### config.mk
export PLATFORM = sky130hd
export DESIGN_NAME = alu_core
export DESIGN_NICKNAME = d
export VERILOG_FILES = /design/src/rtl/alu_core.sv
export SDC_FILE = /design/constraint.sdc
export NUM_CORES = 1
export LEC_CHECK = 0
export ABC_CLOCK_PERIOD_IN_PS = 2000
export CAP_MARGIN = 15
export CORE_ASPECT_RATIO = 1.5
export CORE_MARGIN = 4
export CORE_UTILIZATION = 35
export CTS_CLUSTER_DIAMETER = 50
export DETAILED_ROUTE_END_ITERATION = 12
export PLACE_DENSITY = 0.54
export SLEW_MARGIN = 20
export SYNTH_ARGS = -nofsm -noshare
export SYNTH_HDL_FRONTEND = slang
export SYNTH_SLANG_ARGS = --single-unit
### constraint.sdc
create_clock -name clk -period 2 [get_ports clk]
set_clock_uncertainty 0.05 [all_clocks]
set_input_delay 0.3 -clock clk [delete_from_list [all_inputs] [get_ports clk]]
set_output_delay 0.3 -clock clk [all_outputs]
set_load 0.01 [all_outputs]
### src/rtl/alu_core.sv
// alu_core: registered ALU for the execute stage.
// The adder, comparator, boolean unit and shifter all evaluate in parallel.
// alufn[5:4] picks which result is registered. The z/v/n flags always come
// from the adder, whichever unit is selected.
module alu_core #(
    parameter int WIDTH = 32
) (
    input  logic             clk,
    input  logic             reset,
    input  logic             in_valid,
    input  logic [5:0]       alufn,
    input  logic [WIDTH-1:0] a,
    input  logic [WIDTH-1:0] b,
    output logic             out_valid,
    output logic [WIDTH-1:0] result,
    output logic             z,
    output logic             v,
    output logic             n
);
    localparam int SHW = $clog2(WIDTH);

    // adder / subtractor
    logic [WIDTH-1:0] xb, s;
    logic             s_z, s_v, s_n;

    // comparator keeps its own a-b so it does not depend on alufn[0]
    logic [WIDTH-1:0] sc;
    logic             zc, vc, nc, cmp_bit;
    logic [WIDTH-1:0] cmp_res;

    // boolean unit and shifter
    logic [WIDTH-1:0] bool_res;
    logic [SHW-1:0]   sh;
    logic [WIDTH-1:0] shl, shr, sra, shf_res;

    logic [WIDTH-1:0] sel_res;

    assign xb  = b ^ {WIDTH{alufn[0]}};
    assign s   = a + xb + {{(WIDTH-1){1'b0}}, alufn[0]};
    assign s_z = (s == '0);
    assign s_n = s[WIDTH-1];
    assign s_v = (a[WIDTH-1] & xb[WIDTH-1] & ~s[WIDTH-1]) |
                 (~a[WIDTH-1] & ~xb[WIDTH-1] & s[WIDTH-1]);

    assign sc  = a + ~b + {{(WIDTH-1){1'b0}}, 1'b1};
    assign zc  = (sc == '0);
    assign nc  = sc[WIDTH-1];
    assign vc  = (a[WIDTH-1] & ~b[WIDTH-1] & ~sc[WIDTH-1]) |
                 (~a[WIDTH-1] & b[WIDTH-1] & sc[WIDTH-1]);

    // each result bit looks up alufn[3:0] as a truth table indexed by {b,a}
    for (genvar i = 0; i < WIDTH; i++) begin : g_bool
        assign bool_res[i] = alufn[{b[i], a[i]}];
    end

    assign sh  = b[SHW-1:0];
    assign shl = a << sh;
    assign shr = a >> sh;
    assign sra = $signed(a) >>> sh;

    // pick the compare test; code 00 yields 0
    always_comb begin
        cmp_bit = 1'b0;
        case (alufn[2:1])
            2'b01:   cmp_bit = zc;
            2'b10:   cmp_bit = nc ^ vc;
            2'b11:   cmp_bit = zc | (nc ^ vc);
            default: cmp_bit = 1'b0;
        endcase
    end

    assign cmp_res = {{(WIDTH-1){1'b0}}, cmp_bit};

    // pick the shift; code 10 falls back to a left shift
    always_comb begin
        shf_res = shl;
        case (alufn[1:0])
            2'b01:   shf_res = shr;
            2'b11:   shf_res = sra;
            default: shf_res = shl;
        endcase
    end

    // unit select on alufn[5:4]
    always_comb begin
        sel_res = s;
        case (alufn[5:4])
            2'b00:   sel_res = s;
            2'b01:   sel_res = bool_res;
            2'b10:   sel_res = shf_res;
            default: sel_res = cmp_res;
        endcase
    end

    // output register: capture on valid, hold otherwise, async clear on reset
    always_ff @(posedge clk or posedge reset) begin
        if (reset) begin
            out_valid <= 1'b0;
            result    <= '0;
            z         <= 1'b0;
            v         <= 1'b0;
            n         <= 1'b0;
        end else begin
            out_valid <= in_valid;
            if (in_valid) begin
                result <= sel_res;
                z      <= s_z;
                v      <= s_v;
                n      <= s_n;
            end
        end
    end

endmodule

==> impl_metrics.env <==
export IMPL_async_reset_ff_share_pct=100
export IMPL_cts_sinks=36
export IMPL_grtUsageTotal_pct=34.1
export IMPL_vias=14700
export IMPL_worst_setup_path_type="in -> reg"
export IMPL_finalCriticalPeriod_ns=3.35
export IMPL_diodes=0
export IMPL_status="complete, but fails checks"
export IMPL_powerDensity_mw_per_mm2=466
export IMPL_multi_input_area_sq_mm=0.0108
export IMPL_cts_tree="built"
export IMPL_areaGrowthSynthToFinish_pct=76.6
export IMPL_io_pins=109
export IMPL_failed_checks="setup timing"
export IMPL_drtAntennaViolNets=0
export IMPL_drive_gt1_share_pct=47.2
export IMPL_cts_buffer_depth=2
export IMPL_critPathLaunchType="input pin"
export IMPL_die_w_um=149
export IMPL_antenna_found_initial=0
export IMPL_grt_use_met3_pct=4.69
export IMPL_grtUsageMet1_pct=38.2
export IMPL_synth_edf_count=0
export IMPL_grt_max_degree=67
export IMPL_critPathCaptureType="flip-flop"
export IMPL_hold_class="in -> async"
export IMPL_place_worst_setup_slack_ns=-2.16
export IMPL_start_util_pct=35.5
export IMPL_layout_commonest_cell="buf_4"
export IMPL_hold_slack_ns=0.372
export IMPL_gp_congestion=1.05
export IMPL_grt_pass1_wl_mm=85.9
export IMPL_grt_busiest_layer="met2"
export IMPL_setup_slack_ns=-1.35
export IMPL_ys_types=86
export IMPL_drt_first_pass_iters=5
export IMPL_r2r_end="result[0]"
export IMPL_die_h_um=220
export IMPL_grt_ovfl_total=0
export IMPL_grt_pass1_vias=14600
export IMPL_yosysSeqAreaShare_pct=8.60
export IMPL_setup_viol=35
export IMPL_ff_latch_area_sq_um=901
export IMPL_netlist_area_sq_mm=0.0105
export IMPL_hpwl_mm=45.2
export IMPL_critPathArrivalTime_ns=3.43
export IMPL_slew_violations=0
export IMPL_ctsHoldBuffers=0
export IMPL_drt_vias_per_instance=6.04
export IMPL_rr_startpoint="result[0]"
export IMPL_p_leak_nw=8.14
export IMPL_avgSynthCellArea_sq_um=7.21
export IMPL_rsz0062_at_grt="true"
export IMPL_hold_viol=0
export IMPL_critPathRequiredTime_ns=2.08
export IMPL_max_slew_margin_pct=51.9
export IMPL_wl_mm=57.8
export IMPL_critPathMaxFanout=6
export IMPL_htreeDepth=2
export IMPL_grtUsageMet2_pct=55.7
export IMPL_fmax_mhz=298
export IMPL_r2r_slack_ns=0.44
export IMPL_max_cap_viol_count=0
export IMPL_clk_pin_slew_ns=0.06
export IMPL_min_period_over_period_pct=168
export IMPL_post_route_drc_count=0
export IMPL_root_buffer="clkbuf_16"
export IMPL_cts_inserted_buffers=5
export IMPL_final_nets=2174
export IMPL_ys_warn_count=0
export IMPL_final_cell_mix="buf_4 (480), nor2_1 (177), nand2_1 (103), a21oi_1 (96), buf_6 (80)"
export IMPL_syn_num_nets=1594
export IMPL_wl_per_cell_um=23.8
export IMPL_synth_ff_type="dfrtp_1"
export IMPL_worstMarginPinSlew_ns=0.704
export IMPL_synth_cells=1453
export IMPL_worstRegToRegCells=6
export IMPL_drt_initial_drc_count=1489
export IMPL_die_area_sq_mm=0.0328
export IMPL_ir_drop_mv=0.439
export IMPL_core_sq_mm=0.0295
export IMPL_rows=77
export IMPL_ys_ff_latch=36
export IMPL_port_buffers=108
export IMPL_nFillCells=2577
export IMPL_clock_latency_ns=0.28
flip-flops by register name, indices dropped and copies added (netlist names):
signal / count
v: 1
n: 1
out_valid: 1
z: 1
result: 32
cells in the mapped netlist (10+ instances only):
master | instances | area [sq um]
nand3_1 | 24 | 120
nor2_1 | 193 | 724
ha_1 | 66 | 826
xor2_1 | 51 | 447
mux2_2 | 17 | 191
a21o_1 | 25 | 188
xnor2_1 | 19 | 166
mux2i_1 | 66 | 661
or3_1 | 11 | 68.8
o22ai_1 | 13 | 81.3
nor3_1 | 33 | 165
buf_2 | 10 | 50.1
a21oi_1 | 157 | 786
o21a_1 | 15 | 113
o211ai_1 | 17 | 128
a211oi_1 | 26 | 195
inv_1 | 62 | 233
nand4_1 | 14 | 87.6
o31ai_1 | 13 | 97.6
o21ai_0 | 99 | 495
buf_1 | 22 | 82.6
dfrtp_1 | 36 | 901
a31oi_1 | 34 | 213
nand2b_1 | 11 | 68.8
nand2_1 | 114 | 428
mux4_2 | 54 | 1220
clkbuf_1 | 78 | 293
worst max-delay path: stages:
cell      delay (ns)
buf_8           0.10
buf_12          0.13
buf_8           0.14
xor2_2          0.16
ha_1            0.31
a21o_1          0.25
nor3_4          0.18
a21oi_4         0.09
a2111o_1        0.50
nand4_1         0.20
nand2_2         0.12
buf_4           0.15
a41oi_2         0.16
o21bai_1        0.11
xor2_1          0.17
a221oi_2        0.25
a21oi_1         0.10
layer usage:
layer | wire length, um | share of wire, %
met5 | 0 | 0
met4 | 6670 | 12
met3 | 3530 | 6.1
met2 | 26800 | 46
met1 | 20800 | 36
power by group:
group	switching, mW	leakage (nW)	total [mW]	internal [mW]
registers	0.0617	0.423	0.897	0.835
clock network	0.306	0.0808	0.892	0.586
logic	3.44	7.63	6.83	3.39
area by class of cell:
cell class | count | share of cell area (%)
clock inverter | 2 | 0.189
multi-input combinational | 1237 | 58.1
tap | 395 | 2.67
clock buffer | 6 | 0.696
timing repair buffer | 687 | 32.0
sequential | 36 | 4.87
inverter | 66 | 1.44
kinds of logic (layout without fill, tap and decap cells):
kind of cell | after synthesis | count (layout) | share of synthesized area [%]
AO/OA/AOI/OAI | 497 | 497 | 30.3
adder cells (fa/ha/maj) | 68 | 68 | 8.26
XOR/XNOR | 70 | 70 | 5.85
AND/OR/NAND/NOR | 464 | 464 | 20.3
buffers and inverters | 180 | 761 | 6.76
flip-flops | 36 | 36 | 8.60
multiplexers | 138 | 138 | 20.0
timing repair:
action	in CTS	in global routing
hold endpoints to repair	0	0
gates resized for setup	357	196
setup buffers	70	32
gates cloned	1	0
pin swaps	138	118
setup endpoints to repair	35	35
worst max path at each step:
stage / end / slack [ns] / startpoint
after floorplan: z / -1.67 / b[1]
after global placement: result[0] / -2.07 / a[0]
after detailed placement: result[0] / -2.16 / a[0]
after CTS: result[30] / -1.35 / alufn[0]
after global routing: result[30] / -1.52 / alufn[0]
final: result[30] / -1.35 / alufn[0]
metrics by stage:
| step | instances | area, sq um | utilization [%] | power (mW) | TNS (ns) |
|---|---|---|---|---|---|
| 6_report | 2429 | 18500 | 62.8 | 8.62 | -32.66 |
| 5_1_grt | 2429 | 18500 | 62.8 | 9.08 | -36.19 |
| 4_1_cts | 2418 | 17600 | 59.6 | 8.01 | -31.83 |
| 3_5_place_dp | 2349 | 15700 | 53.2 | 6.43 | -53.48 |
| 3_3_place_gp | 2349 | 15700 | 53.2 | 6.39 | -52.69 |
| 2_1_floorplan | 1453 | 10900 | - | 3.64 | -38.52 |
(Power assumes the default switching activity.)
